<file path="src/rtl/arbitro_mux_16b4x1.sv">
// Round-robin arbiter driving the select of the shared 16-bit 4:1 mux, with a per-grant burst limit.
// Define ARBITRO_PRIORIDAD_FIJA_EN for lowest-index-first selection instead of round-robin.
module arbitro_mux_16b4x1 #(
    parameter int unsigned MAX_RAFAGA = 4,
    parameter int unsigned ANCHO_CONT = 4
) (
    input  logic       Clk,
    input  logic       Reset,
    input  logic [3:0] Solicitud,
    output logic [3:0] Concesion,
    output logic [1:0] Seleccion,
    output logic       Valido,
    output logic       Cambio
);

    typedef enum logic {
        LIBRE,
        CONCEDIDO
    } estado_t;

    localparam logic [ANCHO_CONT-1:0] LIMITE = ANCHO_CONT'(MAX_RAFAGA);

    estado_t               estado;
    logic [ANCHO_CONT-1:0] contador;
    logic [3:0]            candidatos;
    logic                  hallado;
    logic [1:0]            ganador;
`ifndef ARBITRO_PRIORIDAD_FIJA_EN
    logic [1:0]            ultimo;
    logic [1:0]            indice;
`endif

    // The current owner is never a candidate: on release its bit is already clear,
    // on preemption it must be skipped. Scanning from lowest to highest priority
    // lets the last hit win.
    always_comb begin
        candidatos = Solicitud;
        if (estado == CONCEDIDO) candidatos[Seleccion] = 1'b0;
        hallado = 1'b0;
        ganador = '0;
`ifdef ARBITRO_PRIORIDAD_FIJA_EN
        for (int unsigned i = 4; i > 0; i--) begin
            if (candidatos[i-1]) begin
                hallado = 1'b1;
                ganador = 2'(i - 1);
            end
        end
`else
        indice = '0;
        for (int unsigned i = 4; i > 0; i--) begin
            indice = ultimo + 2'(i);
            if (candidatos[indice]) begin
                hallado = 1'b1;
                ganador = indice;
            end
        end
`endif
    end

    always_ff @(posedge Clk) begin
        if (Reset) begin
            estado    <= LIBRE;
            Concesion <= '0;
            Seleccion <= '0;
            Valido    <= 1'b0;
            Cambio    <= 1'b0;
            contador  <= '0;
`ifndef ARBITRO_PRIORIDAD_FIJA_EN
            ultimo    <= 2'd3;
`endif
        end else begin
            Cambio <= 1'b0;
            if ((estado == LIBRE && hallado) ||
                (estado == CONCEDIDO && !Solicitud[Seleccion] && hallado) ||
                (estado == CONCEDIDO && Solicitud[Seleccion] && contador >= LIMITE && hallado)) begin
                estado    <= CONCEDIDO;
                Concesion <= 4'b0001 << ganador;
                Seleccion <= ganador;
                Valido    <= 1'b1;
                Cambio    <= 1'b1;
                contador  <= ANCHO_CONT'(1);
`ifndef ARBITRO_PRIORIDAD_FIJA_EN
                ultimo    <= ganador;
`endif
            end else if (estado == CONCEDIDO && !Solicitud[Seleccion]) begin
                estado    <= LIBRE;
                Concesion <= '0;
                Valido    <= 1'b0;
                contador  <= '0;
            end else if (estado == CONCEDIDO && contador < LIMITE) begin
                contador  <= contador + ANCHO_CONT'(1);
            end
            // Remaining cases (idle with no request, saturated with nobody waiting) hold state.
        end
    end

endmodule

</file>
<file path="config.mk">
export PLATFORM = sky130hd
export DESIGN_NAME = arbitro_mux_16b4x1
export DESIGN_NICKNAME = d
export VERILOG_FILES = /design/src/rtl/arbitro_mux_16b4x1.sv
export SDC_FILE = /design/constraint.sdc
export NUM_CORES = 1
export LEC_CHECK = 0
export CAP_MARGIN = 5
export CORE_MARGIN = 8
export CORE_UTILIZATION = 42
export CTS_BUF_LIST = sky130_fd_sc_hd__clkbuf_4 sky130_fd_sc_hd__clkbuf_8 sky130_fd_sc_hd__clkbuf_16
export CTS_CLUSTER_SIZE = 28
export DETAILED_ROUTE_END_ITERATION = 10
export GPL_TIMING_DRIVEN = 0
export PLACE_DENSITY_LB_ADDON = 0.2
export SLEW_MARGIN = 5
export SYNTH_ARGS = -nofsm -noshare
export SYNTH_HDL_FRONTEND = slang
export SYNTH_SLANG_ARGS = --single-unit
</file>
<file path="constraint.sdc">
create_clock -name Clk -period 4.1 [get_ports Clk]
set_clock_uncertainty 0.05 [all_clocks]
set_input_delay 0.82 -clock Clk [delete_from_list [all_inputs] [get_ports Clk]]
set_output_delay 0.82 -clock Clk [all_outputs]
set_load 0.01 [all_outputs]
</file>
* Word level (Yosys, flattened, before mapping)
Cells that the tools add are included.
Storage, ports and cells: register bits after elaboration 14, output and inout bits 8
Cells by class: $lt $le $gt $ge 8, bitwise operators 3, reduce and logical (&&, ||, !) cells 14, add/sub/neg operators 4, multiplexer cells 29, shift-type cells 1
Operator list (count):
- two-way mux 1 bit | 16
- less-than comparator 2 x 3 -> 1 bit, second input constant | 5
- two-way mux 4 bit | 3
- binary-select mux 1 bit (select 2 bit) | 5
- logical AND 1 bit | 8
- two-way mux 2 bit | 4
- adder 2 bit, second input constant | 2
- adder 4 x 1 -> 4 bit, second input constant | 1
- bitwise AND 4 bit | 1
- >= comparator 4 x 3 -> 1 bit, second input constant | 1
- less-than comparator 4 x 3 -> 1 bit, second input constant | 1
- inverter 4 bit | 1
- left shift 1 x 2 -> 4 bit, first input constant | 1
- nonzero test 3 bit | 1
- OR reduction 3 bit | 1
- adder 2 x 1 -> 2 bit, second input constant | 1
- demux 1 bit (select 2 bit) | 1
- >= comparator 2 x 1 -> 1 bit, second input constant | 1
- logical OR 1 bit | 2
- nonzero test 2 bit | 1
- logical NOT 1 bit | 1
- inverter 1 bit | 1

* Logic depth before layout (Yosys ltp)
Gate-level depths: netlist of the first run.
word-level depth 17, mapped depth 7, depth with buffers taken out 5

* Worst setup path before layout of the first run
OpenSTA, ideal clock, no wires.
path kind input port to flip-flop, from input port Solicitud[3], to register Seleccion[1], library setup time 67 ps, cell stages on the path 6, path slack 1996 ps, arrival time 1987 ps, data required time 3983 ps, cell sequence mux4_2 -> nand2_2 -> o21ai_2 -> buf_6 -> a211o_1 -> a21oi_2
Between the ends: word-level cells in the longest chain between the ends 11, elaborated cells on any way between the ends 29, those cells by class mux (19); bitwise (1); reduce/logical (9)
Ends and longest elaborated chain:
- start, declared | RTL line 9 | input logic [3:0] Solicitud,
- bitwise AND 4 bit (no source line)
- two-way mux 4 bit | RTL line 38 | if (estado == CONCEDIDO) candidatos[Seleccion] = 1'b0;
- binary-select mux 1 bit (select 2 bit) | RTL line 52 | if (candidatos[indice]) begin
- two-way mux 1 bit (implied by the code) | RTL line 52
- two-way mux 1 bit (4 in a row) | RTL line 52
- logical AND 1 bit, on equally long branches | RTL line 73, 74
- logical OR 1 bit | RTL line 73 | if ((estado == LIBRE && hallado) ||
- logical OR 1 bit | RTL line 74 | (estado == CONCEDIDO && !Solicitud[Seleccion] && hallado) ||
- end signal, assigned | RTL line 78 | Seleccion <= ganador;
- end, declared | RTL line 11 | output logic [1:0] Seleccion,
Parallel ways exist; a longest one is shown, timed or not. The select of a mux whose other input is x is not followed. A chain may end at the register's enable or synchronous reset.

* Worst setup path in the final report of the first run
from input port Solicitud[2], to register Concesion[2]
Between the ends: word-level cells in the longest chain between the ends 12, elaborated cells on any way between the ends 32, those cells by class shift (1); mux (20); bitwise (1); reduce/logical (10)
Ends and longest elaborated chain:
- bitwise AND 4 bit (no source line)
- two-way mux 4 bit | RTL line 38
- binary-select mux 1 bit (select 2 bit) | RTL line 52
- two-way mux 1 bit (implied by the code) | RTL line 52
- two-way mux 1 bit (4 in a row) | RTL line 52
- logical AND 1 bit, on equally long branches | RTL line 73, 74
- logical OR 1 bit | RTL line 73
- logical OR 1 bit | RTL line 74
- two-way mux 4 bit or nonzero test 2 bit (tied branches)
- end signal, assigned | RTL line 77 | Concesion <= 4'b0001 << ganador;
- end, declared | RTL line 10 | output logic [3:0] Concesion,
Parallel ways exist; a longest one is shown, timed or not. The select of a mux whose other input is x is not followed.

==> results of run 1 <==
## layout make-up
class | count | area share [%]
multi-input cells | 58 | 43.9
repair buffers | 13 | 13.1
inverters | 6 | 2.28
well taps | 25 | 3.16
plain buffers | 6 | 5.56
clock buffers | 4 | 3.67
flip-flops and latches | 14 | 28.3
## critical path, cell delays in order
cell and delay [ns]:
sky130_fd_sc_hd__clkdlybuf4s50_1 0.58, sky130_fd_sc_hd__mux4_2 0.32, sky130_fd_sc_hd__o21bai_1 0.08, sky130_fd_sc_hd__o32ai_1 0.64
sky130_fd_sc_hd__nand2_1 0.11, sky130_fd_sc_hd__o41ai_1 0.09
## stage by stage
stage | util [%] | cells
final | 56.7 | 126
after global routing | 56.7 | 126
after CTS | 56.7 | 126
after detailed placement | 54.6 | 122
after global placement | 54.6 | 122
after floorplan | - | 84
## placed cells by master (no fill, tap or decap), types with 2 or more instances in the layout
cell type,instances
sky130_fd_sc_hd__buf_6,3
sky130_fd_sc_hd__a22oi_1,2
sky130_fd_sc_hd__inv_1,6
sky130_fd_sc_hd__clkbuf_4,3
sky130_fd_sc_hd__nor2_1,4
sky130_fd_sc_hd__a311o_1,2
sky130_fd_sc_hd__a31oi_1,3
sky130_fd_sc_hd__nor2b_1,2
sky130_fd_sc_hd__o221ai_1,2
sky130_fd_sc_hd__mux2i_1,4
sky130_fd_sc_hd__clkdlybuf4s50_1,13
sky130_fd_sc_hd__a21oi_1,3
sky130_fd_sc_hd__nand2b_1,2
sky130_fd_sc_hd__o41ai_1,2
sky130_fd_sc_hd__a32o_1,2
sky130_fd_sc_hd__and2b_2,2
sky130_fd_sc_hd__nor3_1,2
sky130_fd_sc_hd__nand2_1,5
sky130_fd_sc_hd__dfxtp_1,14
## flip-flops by register name (all words and copies together), names as in the netlist
| register | flops |
|---|---|
| estado | 1 |
| Concesion | 4 |
| Seleccion | 2 |
| contador | 4 |
| Cambio | 1 |
| ultimo | 2 |
## layer usage
layer  vias to the layer above  GRT usage (%)
met5                         -              0
met4                         0           5.12
met3                         4           4.99
met2                        15           18.6
met1                       311           13.0
li1                        346              -
## where the power goes
| group | internal (mW) | leakage (nW) | switching, mW | total, mW |
|---|---|---|---|---|
| registers | 0.156 | 0.115 | 0.0139 | 0.170 |
| clock network | 0.0541 | 0.0210 | 0.0452 | 0.0992 |
| logic | 0.0936 | 0.255 | 0.0883 | 0.182 |
| total | 0.304 | 0.392 | 0.147 | 0.451 |
## cell families (layout without fill, tap and decap cells)
family / after synthesis / after routing / synth area share [%]
flops: 14 / 14 / 35.4
simple gates: 24 / 24 / 17.2
xor+xnor: 2 / 2 / 2.21
buf+inv: 12 / 29 / 9.79
compound gates: 26 / 26 / 25.9
mux: 5 / 5 / 7.90
fa+ha+maj: 1 / 1 / 1.58
## path summary, 6_finish.rpt
| check | start | endpoint | slack, ns | cells past startpoint |
|---|---|---|---|---|
| max | Solicitud[2] | Concesion[2] | 1.59 | 6 |
| min | Concesion[3] | Concesion[3] | 0.41 | 2 |
| max reg2reg | Seleccion[0] | Concesion[2] | 2.15 | 6 |
| min reg2reg | Concesion[3] | Concesion[3] | 0.41 | 2 |
==> run summary, run 1 <==
The tools report the number of distinct standard cells referenced by the synthesized netlist as 41. The sequential cells in the finished layout cover a total of 280 um2. After clock tree synthesis, the clock-pin slew on the worst setup and hold paths is 0.08 ns. The time the final worst path needs with I/O delays and setup is 2.51 ns, and the number of enable flip-flop cells after synthesis is 0. The design draws 0.451 mW.

The count of nets left with antenna violations after detail routing is 0, and the count of instances resized after the clock tree is built is 0. For the sum of negative setup slack, the log shows 0 ns. The max-cap violation count is 0.

Wire length after detailed routing: 1720 um. Entering global routing, the biggest net connects 11 pins. At the end of routability-driven placement, the weighted congestion stood at 0.791. After global routing the overflow that remains totals 0.

In this run the horizontal extent of the chip is 59.4 um. The worst pin sits at a relative slew slack of 48.8%. TritonCTS built the clock tree. Number of buffers inserted by port buffering: 13. The setup path with the least slack is of type primary input to flip-flop. Global routing used 11.6% of the available tracks across all layers. Ranked by total cell area, the synthesized netlist is headed by sky130_fd_sc_hd__dfxtp_1 35%, sky130_fd_sc_hd__mux2i_1 5.1%, sky130_fd_sc_hd__buf_6 4.3%, sky130_fd_sc_hd__inv_1 2.8%, sky130_fd_sc_hd__mux4_2 2.8%. The first global-routing pass estimated 3110 um of wire.

The min-delay analysis places its worst path in the category flip-flop to flip-flop. When the netlist entered floorplanning its net count stood at 91. At the pin with the least slew margin, the transition time is 0.765 ns. Dividing the detail-routed via count by the number of cells gives 5.37.

The first detailed-routing pass took 4 iterations. The tools report the number of antenna violations at the first check in global routing as 0. The vias after detailed routing is 676, and the number of inserted diodes is 0. In the final routed layout, each cell accounts on average for 13.7 um.

Setup violations remaining at the end of the flow were counted as 0. The run gives 45.4% as the starting density of the core. Pin placement for this block handled 14 I/O pins. The share of final-layout standard cells stronger than drive strength 1 was 16.8%; the design area was 990 um2.

The length of routed met3 wiring is 90 um. Synthesis produced 84 cells. The library cell occupying the most area in the post-synthesis netlist was sky130_fd_sc_hd__dfxtp_1. The run gives 675 as the via count of the first global-routing pass. For the number of hold-slack violations in the final timing report, the log shows 0.

STA classifies the critical path startpoint as a primary input. The share of the cycle needed by the critical path after routing is 61.1%. Signal routing reaches up to met4. The tree is rooted in a sky130_fd_sc_hd__clkbuf_4.

At the end of the flow, the number of nets in the layout was 109. The share of synthesized area in the top cell type comes to 35.4%. Counting flops with an async set or reset pin after synthesis yields a share of 0%.

Post-DP HPWL: 1290 um. The tools report the endpoint kind of the worst setup timing path as a flip-flop. The hold-fix buffer count after cts was 0. The combined area of all synthesized cells was 792 um2; the number of fillers in the final layout was 161. Prior to clock tree synthesis, the placed netlist has a worst setup slack of 1.22 ns.

Area growth from synthesis to layout: 25.0%. The arrival time at the worst endpoint came out at 2.64 ns. Yosys instantiated no cell more often than sky130_fd_sc_hd__dfxtp_1. The prevailing post-synth register cell is sky130_fd_sc_hd__dfxtp_1. Derived from the worst setup path, the maximum achievable clock frequency is 399 MHz. The setup slack after layout was 1.59 ns. Dividing the synthesized area by the synthesized cell count gives 9.43 um2.

The tools report the number of clock buffers inserted by TritonCTS as 3. The run gives 0.392 nW as the leakage power total. For this design, the sink count on the clock tree is 14. The floorplan step defined a die boundary enclosing 3530 um2.

The later pin in the worst-skew pair is clocked with a latency of 0.28 ns. The H-tree depth came out at 1. The run gives 0 as the number of post-CTS setup repair buffers. The required arrival time at the worst endpoint came out at 4.23 ns. The total routed wire length on the met1 layer came out at 786 um. After floorplanning, the core was divided into 15 placement rows.

Setup repair after global routing left no endpoint under its margin. The synthesized flop and latch total was 14; the tightest hold margin was 0.414 ns. The tools report the placed cell area as 953 um2. The longest clock path from root to sink contains 2 buffers. The remaining design rule violation count is 0, and the sequential fraction of the synthesis area is 35.4%. Die boundary height: 59.4 um. The core region is 1750 um2. For this run, the number of Yosys warnings is 0.

In this run, the number of DRC markers left after iteration 0 of detailed routing was 16. Routed length on met2: 823 um. The ratio of total power to cell area was 456 nW/um2; the largest fanout on the critical path was 7. The run gives 434 um2 as the area occupied by multi-input gates. The flow ran to the end, and the final reports show no timing, DRC or antenna violations.

The count of final max-slew check failures came out at 0. Ranked by instance count, the synthesized netlist is headed by 14 x sky130_fd_sc_hd__dfxtp_1, 6 x sky130_fd_sc_hd__inv_1, 5 x sky130_fd_sc_hd__nand2_1. VDD sags by at most 0.261 mV.
(Power assumes the default switching activity.)
==> run 2, diff against run 1 <==
- clock period: 4.1 -> 2.45 ns (I/O delays scaled with it)
==> run 2 against run 1 <==
  * Clock power up 67%
  * Worst setup slack got worse by 1.3 ns
  * Via count is 0.44% lower
  * Largest cell class unchanged
  * Largest power group unchanged
==> run summary, run 2 (same netlist as run 1, synthesis figures left out) <==
The flow ran to the end, and the final reports show no timing, DRC or antenna violations. The share of the cycle needed by the critical path after routing was 87.0%; the number of buffers inserted by port buffering was 13. The detail route stage leaves a number of antenna-violating nets equal to 0. Once layout is complete, the cells apart from fillers number 126. The largest registers in the layout are Concesion: 4 flops, contador: 4 flops. For the final-stage net count, the log shows 109. In this design, the largest share of critical-path delay is due to buffers and inverters. Once the floorplan was initialized, standard cells occupied 45.4% of the core. For this block, the initial DRC count from the detailed router was 14. The clock latency reported for the late side of the worst-skew pair was 0.28 ns; the largest fanout on the critical path was 10. The tools report the overall global routing resource usage as 11.6%. Based on the critical path, the design can be clocked at up to 469 MHz. At the pin with the least slew margin, the transition time is 0.525 ns.

The tool flagged a number of max-cap violations equal to 0. Wires add up to 1730 um. The leakage power total was 0.393 nW. The launching element type of the critical path is a primary input. For the worst setup path, the data required time is 2.62 ns. In this run, post-CTS hold repair placed 0 buffers. Relative to the synthesized area, the layout overhead comes to 25.9%.

Share of final-layout standard cells stronger than drive strength 1: 17.8%. The first global-routing pass estimated 3110 um of wire. The critical path is of the primary input to flip-flop type. Number of buffer and inverter instances along the worst setup path: 2. The tools report the max-slew headroom at the worst pin as 64.9%.

In this run the critical register-to-register path is launched from estado. STA puts the critical path data arrival time at 2.30 ns. The run gives 0.438 mV as the maximum vdd ir drop. The run gives 3530 um2 as the total die area. After layout, the design draws a total of 0.759 mW. 0 antenna diodes ended up in the layout.

Row generation in the floorplan step produced 15 rows. Measured along the x axis, the die boundary spans 59.4 um. The slowest stage of the critical path belongs to the cell sky130_fd_sc_hd__mux4_2. Via count of the first global-routing pass: 675. Tracing the worst setup path back leads to its startpoint at Solicitud[2]. The library cells used most frequently in the layout, excluding fill and tap cells, are 14 x sky130_fd_sc_hd__dfxtp_1, 13 x sky130_fd_sc_hd__clkdlybuf4s50_1, 6 x sky130_fd_sc_hd__inv_1, 5 x sky130_fd_sc_hd__nand2_1.

Number of vias per cell after detailed routing: 5.34. Leaving out fill and tap cells, the most frequent cell in the layout is sky130_fd_sc_hd__dfxtp_1. The ratio of total power to cell area is 761 nW/um2.

TritonCTS built the clock tree. In this run the standard cell core region covers 1750 um2. Setup repair after global routing left no endpoint under its margin. In the final routed layout, each cell accounts on average for 13.7 um.

For the number of setup violations in the final report, the log shows 0. No sink is reached through more buffers than the 2 on the longest clock path. Walking the worst path, the cells encountered are clkdlybuf4s50_1 > mux4_2 > nand2_2 > o21ai_2 > buf_6 > a211o_1 > a21oi_2.

For the count of final max-slew check failures, the log shows 0. Path class of the lowest-slack min-delay path: flip-flop to flip-flop. Launch instance of the worst min-delay path: Concesion[3]. The largest net degree at the start of global routing was 11.

The cell at the root of the clock tree is sky130_fd_sc_hd__clkbuf_4. After clock tree synthesis, the clock-pin slew on the worst setup and hold paths is 0.08 ns. At the end of routability-driven placement, the weighted congestion stood at 0.791. The time the final worst path needs with I/O delays and setup was 2.13 ns; the count of clock tree sinks was 14. The post-DP HPWL was 1290 um; the number of hold-slack violations in the final timing report was 0. Adding up every negative setup slack in the final design gives 0 ns. The run gives 0 as the number of antenna violations at the first check in global routing. The worst setup path is captured at a flip-flop. In the post-route analysis, the smallest setup slack over all paths is 0.319 ns. The number of fillers in the final layout came out at 159. H-tree depth: 1.

Maximum single-stage delay on the critical path: 0.55 ns. Remaining design rule violation count: 0. Cells fill 57.1% of the core in the end.

The run gives 673 as the vias after detailed routing. The die boundary height is 59.4 um. Before antenna repair, the detailed router went through 4 iterations.

The tools report the cell count after placement as 122. The number of top-level design ports came out at 14. TritonCTS created 3 clock buffers. The post-placement worst setup slack is -0.0972 ns, and the total congestion overflow is 0.
[run 2: worst register-to-register path, delay by kind of cell, from the launching register on]
family | cells | cell delay, ns
AO/OA/AOI/OAI | 3 | 0.80
buffers and inverters | 2 | 0.38
AND/OR/NAND/NOR | 1 | 0.20
flip-flops | 1 | 0.42
[run 2: area by class of cell]
class                           instances  area (um2)  share of cell area [%]
Inverter                                6        22.5                    2.26
Multi-Input combinational cell         58         442                    44.3
Timing Repair Buffer                   13         130                    13.0
Buffer                                  6        55.1                    5.52
Clock buffer                            4        36.3                    3.64
Sequential cell                        14         280                    28.1
Tap cell                               25        31.3                    3.14
[run 2: per-layer routing]
metal | vias to the layer above | wire, um | global-route usage (%)
li1 | 345 | - | -
met4 | 0 | 24 | 5.12
met5 | - | 0 | 0
met2 | 12 | 826 | 18.6
met1 | 312 | 798 | 13.0
met3 | 4 | 81 | 4.99
[run 2: final timing paths]
check                                     to  depth (start not counted)  slack (ns)
worst max-delay path            Seleccion[1]                          7        0.32
worst min-delay path            Concesion[3]                          2        0.41
worst max register to register  Concesion[0]                          6        0.52
worst min register to register  Concesion[3]                          2        0.41
[run 2: repair_timing]
| item | 4_1_cts | 5_1_grt |
|---|---|---|
| buffers inserted | 0 | 0 |
| endpoints found under the setup margin | 0 | 1 |
| gates resized for setup | 0 | 1 |
[run 2: per-stage QoR]
step	instance area (um2)	hold slack, ns
5_1_grt	997	0.458
3_5_place_dp	953	0.390
2_1_floorplan	792	0.404
6_report	997	0.414
3_3_place_gp	953	0.386
4_1_cts	990	0.419
[run 2: report_power, final]
part | internal (mW) | switching, mW
registers | 0.262 | 0.0234
clock network | 0.0905 | 0.0756
logic | 0.158 | 0.149
==> run 3, diff against run 2 <==
--- a/config.mk
+++ b/config.mk
@@ -8,5 +8,5 @@
 export CAP_MARGIN = 5
 export CORE_MARGIN = 8
-export CORE_UTILIZATION = 42
+export CORE_UTILIZATION = 50
 export CTS_BUF_LIST = sky130_fd_sc_hd__clkbuf_4 sky130_fd_sc_hd__clkbuf_8 sky130_fd_sc_hd__clkbuf_16
 export CTS_CLUSTER_SIZE = 28
--- a/constraint.sdc
+++ b/constraint.sdc
@@ -3,3 +3,3 @@
 set_input_delay 0.49 -clock Clk [delete_from_list [all_inputs] [get_ports Clk]]
 set_output_delay 0.49 -clock Clk [all_outputs]
-set_load 0.01 [all_outputs]
+set_load 0.005 [all_outputs]
==> run 3 against run 2 <==
  * Cell area down 1.9%
  * Combinational power fell by 4%
  * Register-to-register slack worse by 0.08 ns
  * Critical path depth decreased by 1
  * Routed wire length fell by 0.35%
  * Fmax is 5.8% lower
  * Sequential share of layout area rose by 0.54 points
  * Sequential power about the same
  * Global-route usage decreased by 0.68 points
  * Critical endpoint is now Concesion[2]
==> run summary, run 3 (same netlist as run 1, synthesis figures left out) <==
The flow ran to the end, and the final reports show no timing, DRC or antenna violations. After global routing the overflow that remains totals 0. The largest fanout on the critical path was 7. The region available for standard cell placement spans 1490 um2.

Largest net degree at the start of global routing: 11. The end point of the most critical hold path was Concesion[3]. The ratio of total power to cell area was 762 nW/um2.

Number of vias per cell after detailed routing: 6.08. In this run the most critical hold path is launched from Concesion[3]. The setup check on the worst reg-to-reg path leaves a slack of 0.44 ns. The top cell types in the final layout, fill and taps aside, are 14 x sky130_fd_sc_hd__dfxtp_1, 13 x sky130_fd_sc_hd__clkdlybuf4s50_1, 6 x sky130_fd_sc_hd__inv_1, 5 x sky130_fd_sc_hd__nand2_1. Endpoint kind of the worst setup timing path: a flip-flop.

In this run the static leakage power is 0.392 nW. Setup repair after global routing left no endpoint under its margin. The number of buffers inserted by port buffering is 13.

The max-slew headroom at the worst pin is 44.1%, and the arrival time at the worst endpoint is 2.39 ns. The die boundary height was 55.8 um. The number of setup violations in the final report is 0. After layout, the design draws a total of 0.746 mW. At the end of the flow, the number of nets in the layout was 109. The detailed router placed 711 vias in this run. At the later pin of the worst-skew pair, clock insertion delay measures 0.28 ns. For this run, the total global-route usage over all layers was measured as 11.0%.

The tools report the number of inserted diodes as 0. The width of the chip came out at 55.8 um. The internal power was 0.509 mW; the switching power as a share of total power was 31.8%.

The clock-pin slew of the registers on the worst-case setup and hold paths is 0.08 ns, and the part of the total power dissipated in combinational logic is 39.7%. TritonCTS built the clock tree. The number of clock buffers inserted by TritonCTS was 3; the net switching power of the design was 0.237 mW. The worst setup path is launched from a primary input. STA puts the critical path data required time at 2.57 ns. The slowest stage of the critical path is the sky130_fd_sc_hd__o32ai_1 cell. After detailed routing, the total wire length is 1720 um. The path class of the lowest-slack min-delay path is flip-flop to flip-flop.

Cells fill 65.7% of the core in the end. The fmax is 442 MHz. The run gives 0 as the number of hold-slack violations in the final timing report. For this design, the sink count on the clock tree is 14. In this design, the stage delay of the slowest critical-path cell is 0.69 ns. The largest registers in the layout are Concesion: 4 flops, contador: 4 flops. Area growth from synthesis to layout: 23.5%. The logs give 130 for the number of fillers in the final layout and 0 for the remaining design rule violation count. Pin placement for this block handled 14 I/O pins. The longest clock path from root to sink contains 2 buffers. The number of setup buffers added after CTS is 0.

The count of nets left with antenna violations after detail routing was 0; the share of the cycle needed by the critical path after routing was 92.4%. For the via count of the first global-routing pass, the log shows 681. The worst path needs 2.26 ns of the cycle, external delays included. The share of total power dissipated in sequential elements is 38.1%. For the sum of negative setup slack, the log shows 0 ns. The run gives 434 um2 as the area occupied by multi-input gates. The tools report the cell at the root of the clock tree as sky130_fd_sc_hd__clkbuf_4.

First-iteration detailed-routing DRC count: 19. The number of placed instances, taps included, is 113. The capturing point of the worst reg2reg path was Concesion[2]. The worst register-to-register path begins at Seleccion[0]. Detailed placement ended at an HPWL of 1300 um.

The share of final-layout standard cells stronger than drive strength 1 is 16.8%, and the clock network fraction of design power is 22.3%. The count of instances resized after the clock tree is built is 0. The tools report the count of final max-slew check failures as 0.

The critical path goes through clkdlybuf4s50_1 > mux4_2 > o21bai_1 > o32ai_1 > nand2_1 > o41ai_1. For the maximum vdd ir drop, the log shows 0.424 mV. The tools report the H-tree depth as 1. In the final routed layout, each cell accounts on average for 14.7 um. The initial utilization of the core area, before any placement, comes to 53.2%. The type of the setup path with the least slack was primary input to flip-flop. Registers take 280 um2. The tools report the number of antenna violations at the first check in global routing as 0. The number of cells on the worst reg-to-reg path is 6. Across the run, the number of max-cap violations was 0. The worst hold path was traced through 2 stages.

The library cell used most frequently in the layout, excluding fill and tap cells, is sky130_fd_sc_hd__dfxtp_1. The logs give 117 for the final standard cell count with taps included and fillers excluded and 2910 um for the wire length of the first global-routing pass. The tools report the hold-fix buffer count after cts as 0.

At the end of routability-driven placement, the weighted congestion stood at 0.801. The first detailed-routing pass took 4 iterations. At the pin with the least slew margin, the transition time is 0.836 ns. The logs give 3110 um2 for the total die area and 14 for the standard-cell row count.
## run 3: cell type report
| type | count | share of cell area [%] |
|---|---|---|
| multi-input combinational | 58 | 44.4 |
| sequential | 14 | 28.6 |
| timing repair buffer | 13 | 13.3 |
| buffer | 6 | 5.63 |
| clock buffer | 4 | 3.71 |
| inverter | 6 | 2.30 |
| tap | 16 | 2.05 |
## run 3: power groups by stage
stage                     sequential (mW)  combinational, mW  clock [mW]
after floorplan                     0.288              0.201           0
after global placement              0.289              0.291           0
after detailed placement            0.289              0.296           0
after CTS                           0.284              0.300       0.170
after global routing                0.288              0.324       0.177
final                               0.284              0.296       0.166
## run 3: how the worst max path moves through the flow
stage,startpoint,end,slack [ns],cells after the start
after floorplan,Seleccion[0],Seleccion[1],0.66,7
after global placement,Solicitud[2],Concesion[2],-0.02,6
after detailed placement,Solicitud[2],Concesion[2],-0.08,6
after CTS,Solicitud[2],Concesion[2],0.19,6
after global routing,Solicitud[2],Concesion[3],0.02,6
final,Solicitud[2],Concesion[2],0.19,6
## run 3: routing by layer
layer,vias to the layer above,GRT usage [%],wire (um),part of all wire [%]
met3,2,3.88,132,7.7
li1,344,-,-,-
met1,341,12.7,750,44
met4,0,3.17,14,0.81
met2,24,18.3,826,48
met5,-,0,0,0
## run 3: per-stage QoR
| stage | hold WS (ns) | area, um2 | setup WS, ns |
|---|---|---|---|
| 6_report | 0.412 | 978 | 0.187 |
| 2_1_floorplan | 0.394 | 792 | 0.655 |
| 4_1_cts | 0.413 | 978 | 0.190 |
| 3_3_place_gp | 0.386 | 942 | -0.0219 |
| 5_1_grt | 0.444 | 978 | 0.0155 |
| 3_5_place_dp | 0.383 | 942 | -0.0754 |
## run 3: worst max-delay path, delay by kind of cell
family | cells | cell delay [ns]
AO/OA/AOI/OAI | 3 | 0.87
buffers and inverters | 1 | 0.57
multiplexers | 1 | 0.33
AND/OR/NAND/NOR | 1 | 0.13
